`src/rtl/uart_rx_mem_if.sv`:
```
// Core-side load bus for the UART receive buffer: address/enable from the core,
// load data and status flags back to it.
interface uart_rx_mem_if;
  logic [31:0] i_addr;
  logic        i_read_en;
  logic [31:0] o_data;
  logic        o_rx_ready;
  logic        o_overrun;

  modport master (
    output i_addr, i_read_en,
    input  o_data, o_rx_ready, o_overrun
  );

  modport slave (
    input  i_addr, i_read_en,
    output o_data, o_rx_ready, o_overrun
  );
endinterface

```
`src/rtl/uart_rx_mem.sv`:
```
// UART receiver that packs 4 bytes per 32-bit word into a FIFO read through two load addresses.
// Define UART_RX_PARITY_EN for 8E1 framing with a parity error flag in status bit 4.
module uart_rx_mem #(
  parameter int          CLKS_PER_BIT = 16,
  parameter int          FIFO_DEPTH   = 8,
  parameter logic [31:0] BASE_ADDR    = 32'h0000_0100
) (
  input  logic         i_clk,
  input  logic         i_rst_n,
  input  logic         i_rx,
  uart_rx_mem_if.slave bus
);
  localparam int CNT_W = $clog2(CLKS_PER_BIT);
  localparam int PTR_W = $clog2(FIFO_DEPTH);
  localparam logic [CNT_W-1:0] HALF_BIT  = CNT_W'(CLKS_PER_BIT / 2 - 1);
  localparam logic [CNT_W-1:0] FULL_BIT  = CNT_W'(CLKS_PER_BIT - 1);
  localparam logic [31:0]      STAT_ADDR = BASE_ADDR + 32'd4;

`ifdef UART_RX_PARITY_EN
  typedef enum logic [2:0] {IDLE, START, DATA, PARITY, STOP} state_t;
`else
  typedef enum logic [1:0] {IDLE, START, DATA, STOP} state_t;
`endif

  logic rx_meta_reg, rx_sync_reg;

  always_ff @(posedge i_clk or negedge i_rst_n) begin
    if (!i_rst_n) begin
      rx_meta_reg <= 1'b1;
      rx_sync_reg <= 1'b1;
    end else begin
      rx_meta_reg <= i_rx;
      rx_sync_reg <= rx_meta_reg;
    end
  end

  state_t           state_reg;
  logic [CNT_W-1:0] cnt_reg;
  logic [2:0]       bit_idx_reg;
  logic [7:0]       shift_reg;
  logic [1:0]       byte_cnt_reg;
  logic             push_reg;
  logic             bit_tick, par_ok, frame_evt, byte_ok;

  assign bit_tick  = (cnt_reg == '0);
  assign frame_evt = (state_reg == STOP) && bit_tick && !rx_sync_reg;
  assign byte_ok   = (state_reg == STOP) && bit_tick && rx_sync_reg && par_ok;

`ifdef UART_RX_PARITY_EN
  logic par_ok_reg, par_evt;
  assign par_ok  = par_ok_reg;
  assign par_evt = (state_reg == PARITY) && bit_tick && (rx_sync_reg != ^shift_reg);
`else
  assign par_ok = 1'b1;
`endif

  always_ff @(posedge i_clk or negedge i_rst_n) begin
    if (!i_rst_n) begin
      state_reg    <= IDLE;
      cnt_reg      <= '0;
      bit_idx_reg  <= '0;
      shift_reg    <= '0;
      byte_cnt_reg <= '0;
      push_reg     <= 1'b0;
`ifdef UART_RX_PARITY_EN
      par_ok_reg   <= 1'b0;
`endif
    end else begin
      push_reg <= 1'b0;
      case (state_reg)
        IDLE: begin
          if (!rx_sync_reg) begin
            cnt_reg   <= HALF_BIT;
            state_reg <= START;
          end
        end
        START: begin
          if (!bit_tick) begin
            cnt_reg <= cnt_reg - CNT_W'(1);
          end else if (rx_sync_reg) begin
            state_reg <= IDLE;  // line bounced back high: glitch, not a start bit
          end else begin
            cnt_reg     <= FULL_BIT;
            bit_idx_reg <= '0;
            state_reg   <= DATA;
          end
        end
        DATA: begin
          if (!bit_tick) begin
            cnt_reg <= cnt_reg - CNT_W'(1);
          end else begin
            shift_reg   <= {rx_sync_reg, shift_reg[7:1]};
            bit_idx_reg <= bit_idx_reg + 3'd1;
            cnt_reg     <= FULL_BIT;
            if (bit_idx_reg == 3'd7) begin
`ifdef UART_RX_PARITY_EN
              state_reg <= PARITY;
`else
              state_reg <= STOP;
`endif
            end
          end
        end
`ifdef UART_RX_PARITY_EN
        PARITY: begin
          if (!bit_tick) begin
            cnt_reg <= cnt_reg - CNT_W'(1);
          end else begin
            par_ok_reg <= (rx_sync_reg == ^shift_reg);
            cnt_reg    <= FULL_BIT;
            state_reg  <= STOP;
          end
        end
`endif
        STOP: begin
          if (!bit_tick) begin
            cnt_reg <= cnt_reg - CNT_W'(1);
          end else begin
            if (byte_ok) begin
              byte_cnt_reg <= byte_cnt_reg + 2'd1;
              push_reg     <= (byte_cnt_reg == 2'd3);
            end
            state_reg <= IDLE;
          end
        end
        default: state_reg <= IDLE;
      endcase
    end
  end

  // Little-endian packing: byte lane gi captures the byte received when byte_cnt == gi.
  logic [31:0] word;
  for (genvar gi = 0; gi < 4; gi++) begin : g_lane
    logic [7:0] lane_reg;
    always_ff @(posedge i_clk or negedge i_rst_n) begin
      if (!i_rst_n) begin
        lane_reg <= '0;
      end else if (byte_ok && byte_cnt_reg == 2'(gi)) begin
        lane_reg <= shift_reg;
      end
    end
    assign word[gi*8 +: 8] = lane_reg;
  end

  logic [31:0]      mem_reg [FIFO_DEPTH];
  logic [PTR_W-1:0] wr_ptr_reg, rd_ptr_reg;
  logic [PTR_W:0]   count_reg, count_next;
  logic             rx_ready_reg, overrun_reg, frame_err_reg;
  logic             full, not_empty, data_rd, stat_rd, pop, push_ok, overrun_evt;

  assign full        = (count_reg == (PTR_W+1)'(FIFO_DEPTH));
  assign not_empty   = (count_reg != '0);
  assign data_rd     = bus.i_read_en && (bus.i_addr == BASE_ADDR);
  assign stat_rd     = bus.i_read_en && (bus.i_addr == STAT_ADDR);
  assign pop         = data_rd && not_empty;
  // A pop in the same cycle frees the slot, so a push at full still lands.
  assign push_ok     = push_reg && (!full || pop);
  assign overrun_evt = push_reg && full && !pop;

  always_ff @(posedge i_clk) begin
    if (push_ok) mem_reg[wr_ptr_reg] <= word;
  end

  always_comb begin
    count_next = count_reg;
    if (push_ok && !pop)      count_next = count_reg + (PTR_W+1)'(1);
    else if (pop && !push_ok) count_next = count_reg - (PTR_W+1)'(1);
  end

  always_ff @(posedge i_clk or negedge i_rst_n) begin
    if (!i_rst_n) begin
      wr_ptr_reg    <= '0;
      rd_ptr_reg    <= '0;
      count_reg     <= '0;
      rx_ready_reg  <= 1'b0;
      overrun_reg   <= 1'b0;
      frame_err_reg <= 1'b0;
    end else begin
      if (push_ok) wr_ptr_reg <= wr_ptr_reg + PTR_W'(1);
      if (pop)     rd_ptr_reg <= rd_ptr_reg + PTR_W'(1);
      count_reg     <= count_next;
      rx_ready_reg  <= (count_next != '0);
      // Set events beat the clear-on-read of the status register.
      overrun_reg   <= overrun_evt | (overrun_reg & ~stat_rd);
      frame_err_reg <= frame_evt | (frame_err_reg & ~stat_rd);
    end
  end

  logic [31:0] status;
`ifdef UART_RX_PARITY_EN
  logic parity_err_reg;
  always_ff @(posedge i_clk or negedge i_rst_n) begin
    if (!i_rst_n) parity_err_reg <= 1'b0;
    else          parity_err_reg <= par_evt | (parity_err_reg & ~stat_rd);
  end
  assign status = {27'b0, parity_err_reg, frame_err_reg, overrun_reg, full, not_empty};
`else
  assign status = {28'b0, frame_err_reg, overrun_reg, full, not_empty};
`endif

  always_comb begin
    bus.o_data = '0;
    if (data_rd && not_empty) bus.o_data = mem_reg[rd_ptr_reg];
    else if (stat_rd)         bus.o_data = status;
  end

  assign bus.o_rx_ready = rx_ready_reg;
  assign bus.o_overrun  = overrun_reg;
endmodule

```
`src/flat_wrapper.sv`:
```
// flat-port wrapper written by rule: the top's interface ports become plain ports
module uart_rx_mem_flat 
#(
  parameter int          CLKS_PER_BIT = 16,
  parameter int          FIFO_DEPTH   = 8,
  parameter logic [31:0] BASE_ADDR    = 32'h0000_0100
)
  (i_clk, i_rst_n, i_rx, bus_i_addr, bus_i_read_en, bus_o_data, bus_o_rx_ready, bus_o_overrun);
  uart_rx_mem_if bus_i ();
  input  logic i_clk;
  input  logic i_rst_n;
  input  logic i_rx;
  input wire logic [$bits(bus_i.i_addr)-1:0] bus_i_addr;
  input wire logic [$bits(bus_i.i_read_en)-1:0] bus_i_read_en;
  output wire logic [$bits(bus_i.o_data)-1:0] bus_o_data;
  output wire logic [$bits(bus_i.o_rx_ready)-1:0] bus_o_rx_ready;
  output wire logic [$bits(bus_i.o_overrun)-1:0] bus_o_overrun;
  assign bus_i.i_addr = bus_i_addr;
  assign bus_i.i_read_en = bus_i_read_en;
  assign bus_o_data = bus_i.o_data;
  assign bus_o_rx_ready = bus_i.o_rx_ready;
  assign bus_o_overrun = bus_i.o_overrun;
  uart_rx_mem #(.CLKS_PER_BIT(CLKS_PER_BIT), .FIFO_DEPTH(FIFO_DEPTH), .BASE_ADDR(BASE_ADDR)) u_core (.i_clk(i_clk), .i_rst_n(i_rst_n), .i_rx(i_rx), .bus(bus_i));
endmodule
```
`config.mk`:
```
export PLATFORM = sky130hd
export DESIGN_NAME = uart_rx_mem_flat
export DESIGN_NICKNAME = d
export VERILOG_FILES = /design/src/rtl/uart_rx_mem_if.sv /design/src/rtl/uart_rx_mem.sv /design/src/flat_wrapper.sv
export SDC_FILE = /design/constraint.sdc
export NUM_CORES = 1
export LEC_CHECK = 0
export BUFFER_PORTS_ARGS = -buffer_cell sky130_fd_sc_hd__buf_2
export CORE_UTILIZATION = 50
export CTS_BUF_LIST = sky130_fd_sc_hd__clkbuf_16
export CTS_CLUSTER_SIZE = 12
export DETAILED_ROUTE_END_ITERATION = 10
export MAX_ROUTING_LAYER = met4
export PLACE_DENSITY = 0.78
export RECOVER_POWER = 50
export SETUP_SLACK_MARGIN = 0.4
export SLEW_MARGIN = 20
export SYNTH_ARGS = -nofsm -noshare
export SYNTH_HDL_FRONTEND = slang
export SYNTH_SLANG_ARGS = --single-unit
```
`constraint.sdc`:
```
create_clock -name i_clk -period 5.6 [get_ports i_clk]
set_input_delay 0 -clock i_clk [delete_from_list [all_inputs] [get_ports i_clk]]
set_output_delay 0 -clock i_clk [all_outputs]
set_load 0.01 [all_outputs]
```
==> results.txt, run 1 <==
The effective utilization at floorplan came out at 50.8%. The number of pins exceeding their max-slew limit in the final report came to 36. The global-route wire length before repair came out at between 30,000 and 40,000 um. The number of endpoints with negative hold slack in the final report came out at 0. The maximum VDD drop came out at 0.000238 V. The post-CTS clock slew at the launch and capture registers of the worst setup and hold paths is 0.06 ns.

The detailed-route wire length came out at 24,100 um. The delay of the slowest cell on the worst path is 1.39 ns. The number of nets with antenna violations after routing came out at 0.

The synthesized area is 12,800 sq um. Traced cell by cell, the critical path runs through inv_1, ha_1, nor3b_1, nor2_1, nand3_2, clkbuf_1, nor2_1, buf_2. The worst slack on hold paths is 0.0158 ns. The source-to-sink clock delay at the later pin of the worst-skew pair came out at about 0.51 ns. The measured slew at the worst slew-check pin is 1.94 ns.

Setup repair after global routing left no endpoint under its margin. The leakage power figure is around 5.3 nW. The number of inserted filler cells in the final layout is between 1.5k and 2k. The highest achievable clock rate is 263 MHz. The headroom to the max-slew limit is -29.2%.

The required time of the critical path is ~5.6 ns. The total routing usage reported by global routing came out at 19.4%. The cell seen most often among critical-path stages is sky130_fd_sc_hd__nor2_1. The final routed wire length divided by cell count came out at 21.6 um. The tree is rooted in a sky130_fd_sc_hd__clkbuf_16. The via count normalized by instance count came out at 5.65.

The flip-flop count of the largest register, all copies and words added is ~260. The number of antenna repair diodes came out at 0. The total clock sinks is approximately 320. The count of port buffers added during placement is 69. Across all layers, the routed design uses between 6k and 7k vias. The synthesis-to-finish area growth came out at 14.2%. The share of the clock period used by the worst path after layout came out at approximately 68%. The die outline height came out at 162 um. The worst setup path is launched from a flop.

The H-tree generated during clock tree synthesis spans 2 levels. The first-pass detailed-route iteration total is 4. The die area came out at between 20,000 and 30,000 sq um. The critical path endpoint category is a primary output.

The worst setup path is of the reg2out kind. The number of buffers created by CTS came out at 34. Counting along the longest clock path gives a buffer depth of 3. In this run the power density over the cells is roughly 330 nW/um^2. For this run, design rule violations remaining after detail routing come to 0. TritonCTS built the clock tree.

The number of global-route vias before repair is ~6.4k. The largest fanout on the critical path came out at 35. The final setup skew came out at around 0.019 ns. The horizontal die dimension came out at roughly 160 um. The violation count after the first detailed-routing iteration is 474. Adding up every negative setup slack in the final design gives 0 ns.

Hold repair after CTS inserted 2 buffers. The number of antenna violations at the first check in global routing is 0. The number of nets in the final layout is slightly above 800. Synthesis produced a netlist with a net count of 722. The final reports fail on max-capacitance violations, max-slew violations. The share of final-layout standard cells stronger than drive strength 1 is 30.2%. The number of register bits inferred by synthesis came out at around 320. Data arrives at the worst endpoint at about 3.8 ns.

The final critical delay including setup and external delays came out at approximately 3.8 ns. The Yosys warning count came out at 0. The detailed-placement wirelength estimate came out at 13,500 um.

The core region is around 25,000 sq um. The share of the Yosys chip area taken by registers is 73.2%. Summed over all layers, the global routing overflow is 0. The post-cts sizing count came out at 0. The flow ran to the end, but the final reports show violations. The site row count came out at just under 60. The number of distinct library cell variants in the gate-level netlist after synthesis came out at 46. The worst min-delay path class is in2reg. 70 I/O pins were placed.

The cell with the largest stage delay on the worst path is sky130_fd_sc_hd__clkbuf_1. Setup violations remaining at the end of the flow were counted as 0. The cell count after synthesis is 670.

The routability congestion estimate is between 0.7 and 0.8. The average size of a mapped cell is 19.1 sq um. The post-CTS setup repair buffer count came out at 0.

The maximum number of pins on one net before global-route repair came out at 68. Across the run, the number of max-cap violations was 1.
cell usage after synthesis, drive strengths merged:
cell type  count  area share [%]
a21boi         1           0.059
xnor2          7            0.48
mux2          40             3.5
mux4          64              11
o21ai         12            0.47
nand4          2           0.098
edfxtp       256              60
and4           2            0.14
nor4b          2            0.19
o41ai          1           0.068
nand3          7            0.27
nand2b         2           0.098
o22ai          3            0.15
o31ai          1           0.098
nor3b          4            0.31
a22o           1           0.068
mux2i         33             2.6
nor2b          2           0.098
buf           15            0.63
inv           16            0.47
nor4           7            0.34
ha            16             1.6
nand2         23            0.67
or4            1           0.059
a2bb2oi        2            0.14
a211o          1           0.068
or2            1           0.049
and2           2           0.098
a41o           1           0.078
a31oi          4            0.20
or3            2           0.098
a21oi         10            0.39
nor2          40             1.2
and3           2            0.14
clkbuf        10            0.29
a22oi          1           0.059
dfstp          2            0.41
dfrtp         65              13
nor3           8            0.31
a211oi         1           0.059
layout by cell type (no fill, tap or decap), drive strengths merged, types with 3 or more instances in the layout:
master	instances
dfrtp	65
nand3	7
a31oi	4
clkbuf	38
ha	16
xnor2	7
mux2	40
buf	79
nor4	7
o22ai	3
nand2	23
nor2	40
mux2i	33
mux4	64
clkinv	6
edfxtp	256
nor3b	4
nor3	8
a21oi	10
inv	35
o21ai	12
final cells by class:
type | count | area (sq um) | area share [%]
Multi-Input combinational cell | 306 | 3290 | 22.5
Clock inverter | 25 | 103 | 0.702
Timing Repair Buffer | 84 | 504 | 3.45
Sequential cell | 323 | 9370 | 64.1
Clock buffer | 35 | 876 | 5.99
Inverter | 16 | 60.1 | 0.411
Tap cell | 330 | 413 | 2.82
stage by stage:
stage	instance area, sq um	setup slack [ns]	util, %	power (mW)	cells
CTS	14600	2.29	57.9	4.89	1116
detailed placement	13600	2.47	53.9	2.92	1054
global route	14600	1.47	58.1	5.02	1119
finish	14600	1.80	58.1	4.86	1119
floorplan	12800	0.551	-	2.84	670
global placement	13600	2.61	53.9	2.91	1054
report_power, final:
part / internal [mW] / switching (mW)
sequential: 2.60 / 0.0363
combinational: 0.0959 / 0.141
clock: 1.12 / 0.863
metal layers:
layer	global-route usage [%]	share of wire, %
met1	25.9	44
met2	31.3	49
met3	3.22	4.8
met4	5.40	1.9
met5	-	0
critical path, delay by kind of cell (launching register included):
| family | cells | cell delay [ns] |
|---|---|---|
| flip-flops | 1 | 0.41 |
| AND/OR/NAND/NOR | 4 | 0.92 |
| buffers and inverters | 3 | 1.74 |
| adder cells (fa/ha/maj) | 1 | 0.22 |
logic make-up (layout without fill, tap and decap cells):
kind of cell               count (synthesis)  after routing  synth area share, %
DFF                                      323            323                 73.2
muxes                                    137            137                 17.4
and+or+nand+nor                          107            107                 4.14
buffers and inverters                     41            160                 1.39
AOI/OAI and AO/OA                         39             39                 1.90
adders and majority gates                 16             16                 1.56
xor gates and xnor gates                   7              7                0.479
final timing paths:
| kind | slack [ns] | to | cells after the start | start |
|---|---|---|---|---|
| max in group asynchronous | 4.69 | u_core.rd_ptr_reg[0] | 2 | i_rst_n |
| min in group asynchronous | 0.17 | u_core.g_lane[2].lane_reg[4] | 2 | i_rst_n |
| hold reg to reg | 0.36 | u_core.rx_sync_reg | 0 | u_core.rx_meta_reg |
| hold / removal | 0.02 | u_core.wr_ptr_reg[1] | 6 | bus_i_addr[2] |
| setup reg to reg | 2.13 | u_core.bus.o_rx_ready | 9 | u_core.count_reg[0] |
| setup / recovery | 1.80 | bus_o_data[31] | 8 | u_core.count_reg[0] |
(Power assumes the default switching activity.)
==> run 2: changes to the inputs <==
- clock period: 5.6 -> 3.9 ns (I/O delays scaled with it)
==> results.txt, run 2 (synthesis gave the netlist of run 1 again) <==
The clock share of power is 42.2% (+1.3 points). The total routing usage reported by global routing is 20.0% (+0.52 points). The final setup TNS is 0 ns (unchanged). The relative contribution of combinational cells to total power came to 4.8% (about the same).

The number of nets in the final layout is 822 (+0.61%). The final routed wire length divided by cell count came out at 21.6 um (about the same). In the layout the commonest cells are sky130_fd_sc_hd__edfxtp_1 (256), sky130_fd_sc_hd__buf_2 (66), sky130_fd_sc_hd__mux4_2 (64), sky130_fd_sc_hd__dfrtp_1 (62), sky130_fd_sc_hd__mux2_2 (40).

The leakage power figure is 5.32 nW (+1.0%). The switching power as a share of total power came out at 21.3% (-0.072 points). The effective utilization at floorplan was 50.8% (unchanged). The vias after detailed routing is 6,398 (+1.2%).

The worst path in the final design needs a cycle of 3.06 ns, including I/O delays and setup. The site row count came out at 58 (unchanged). The total design power came to 7.13 mW (+47%). The detailed-placement wirelength estimate is 14,200 um (+5.2%). The number of endpoints with negative hold slack in the final report is 0 (unchanged). The source-to-sink clock delay at the later pin of the worst-skew pair came to 0.52 ns (about the same).

The share of final-layout standard cells stronger than drive strength 1 is 31.1% (+0.95 points). The required time of the critical path is 4.30 ns (-1.30 ns). The nature of the critical path startpoint is a flop.

The post-CTS setup repair buffer count came out at 0 (unchanged). The number of instances in the placed design is 1,061 (+0.66%). The number of nets with antenna violations after routing came out at 0 (unchanged). The core outline area came out at 25,200 sq um (unchanged). The total internal power came out at 5.61 mW (+47%). The final setup skew is 0.0177 ns (-0.00119 ns). The die outline height is 162 um (unchanged). The first-pass detailed-route iteration total came out at 6 (+2). The worst endpoint data arrival time is 3.46 ns (-0.34 ns). The number of global-route vias before repair is 6,825 (+6.9%). The flip-flop count of the largest register, all copies and words added was 256 (unchanged).

The critical path endpoint category is a flop. The detailed-route wire length is 24,300 um (+0.72%). The largest fanout on the critical path came out at 9 (-74%). The routability congestion estimate was 0.808 (+2.6%). The total grt overflow is 0 (unchanged). The violation count after the first detailed-routing iteration came out at 540 (+14%). Setup repair after global routing left no endpoint under its margin. The number of antenna repair diodes came out at 0 (unchanged). The post-CTS clock slew at the launch and capture registers of the worst setup and hold paths came out at 0.06 ns (about the same). The most frequent standard cell in the layout excluding fill and tap cells is sky130_fd_sc_hd__edfxtp_1. The total clock sinks is 323 (unchanged). The number of pins exceeding their max-slew limit in the final report is 68 (+89%). The number of H-tree branching levels came to 2 (unchanged). The setup-violating endpoint count in the final report came out at 0 (unchanged). The checks that failed: max-capacitance violations, max-slew violations. The share of power burned in registers was 53.0% (-1.2 points). The CTS tree is yes.

The cell chosen for the clock root is sky130_fd_sc_hd__clkbuf_16. The remaining routing DRC violations came out at 0 (unchanged). The worst hold path belongs to the class in2reg.

The number of antenna violations at the first check in global routing is 0 (unchanged). The power density over cell area is 483 nW/um^2 (+46%). The I/O pin count is 70 (unchanged). The synthesis-to-finish area growth is 15.2%.

The count of port buffers added during placement came to 69 (unchanged). The headroom to the max-slew limit came out at -17.4% (+12 points). The maximum count of clock buffers along a single path came out at 3 (unchanged). The highest achievable clock rate is 327 MHz. The maximum VDD drop came out at 0.000298 V (+25%). Among all stages on the critical path, the largest delay is contributed by sky130_fd_sc_hd__nor3b_1. After layout, the worst path uses roughly four fifths of the clock period. The delay of the slowest cell on the worst path came out at 0.69 ns (-0.70 ns).

The flow ran to the end, but the final reports show violations. The via count normalized by instance count came to 5.68 (+0.50%). The measured slew at the worst slew-check pin is 1.76 ns (-0.177 ns). The signal on the critical path passes through inv_1, ha_1, nor3b_1, nand2_1, nor2_1, nand2_1, mux2_2. The maximum number of pins on one net before global-route repair is 68 (unchanged). The critical path in this run is classified as reg2reg. The max-cap check violation count is 1 (unchanged). The horizontal die dimension is 162 um (unchanged). The switching power summed over all nets came out at 1.52 mW (+46%). The cell seen most often among critical-path stages is sky130_fd_sc_hd__nand2_1. The number of buffers created by CTS came out at 35 (+2.9%).

The die area is 26,200 sq um (unchanged). The global-route wire length before repair is 38,200 um (+4.0%). The number of standard cells in the final layout excluding fillers is 1,127 (+0.71%).
-- run 2: routing by layer --
layer	vias to the layer above	global-route usage (%)	share of wire (%)
met5	-	-	0
met4	0	6.22	2.1
met3	46	2.96	4.6
met2	176	33.0	51
met1	3316	25.8	43
li1	2860	-	-
-- run 2: critical path, delay by kind of cell (launching register included) --
family                   cells  cell delay (ns)
adder cells (fa/ha/maj)      1             0.22
AND/OR/NAND/NOR              4             1.81
flip-flops                   1             0.38
multiplexers                 1             0.40
buffers and inverters        1             0.12
-- run 2: power groups by stage --
stage	Clock, mW	Combinational, mW	Sequential (mW)
2_1_floorplan	0	0.253	3.83
3_3_place_gp	0	0.329	3.85
3_5_place_dp	0	0.344	3.85
4_1_cts	3.06	0.350	3.78
5_1_grt	3.20	0.391	3.78
6_report	3.01	0.345	3.78
-- run 2: metrics by stage --
stage	setup slack [ns]	utilization, %	hold WS [ns]	instance area (sq um)
4_1_cts	0.862	58.6	0.0397	14800
6_report	0.840	58.5	0.0496	14700
3_5_place_dp	1.04	54.3	0.107	13700
2_1_floorplan	-0.314	-	-0.296	12800
3_3_place_gp	1.12	54.3	0.108	13700
5_1_grt	0.590	58.5	0.0826	14700
-- run 2: path summary, 6_finish.rpt --
kind,to,depth (start not counted),from,slack [ns]
max in group asynchronous,u_core.rd_ptr_reg[0],2,i_rst_n,2.14
worst max register to register,u_core.g_lane[3].lane_reg[6],7,u_core.cnt_reg[0],0.84
worst min-delay path,u_core.count_reg[0],5,bus_i_addr[2],0.05
worst min register to register,u_core.rx_sync_reg,0,u_core.rx_meta_reg,0.36
worst max-delay path,u_core.g_lane[3].lane_reg[6],7,u_core.cnt_reg[0],0.84
min in group asynchronous,asynchronous set/reset pin,2,i_rst_n,0.49
-- run 2: cell type report --
class	instances	area, sq um
fillers	1787	10400
flip-flops and latches	323	9370
multi-input cells	306	3310
clock buffers	36	901
repair buffers	88	528
well taps	330	413
clock inverters	28	158
inverters	16	60.1
-- run 2: what timing repair did --
action,4_1_cts,5_1_grt
endpoints found under the hold margin,66,0
hold buffers,2,0
gates resized for setup,0,0
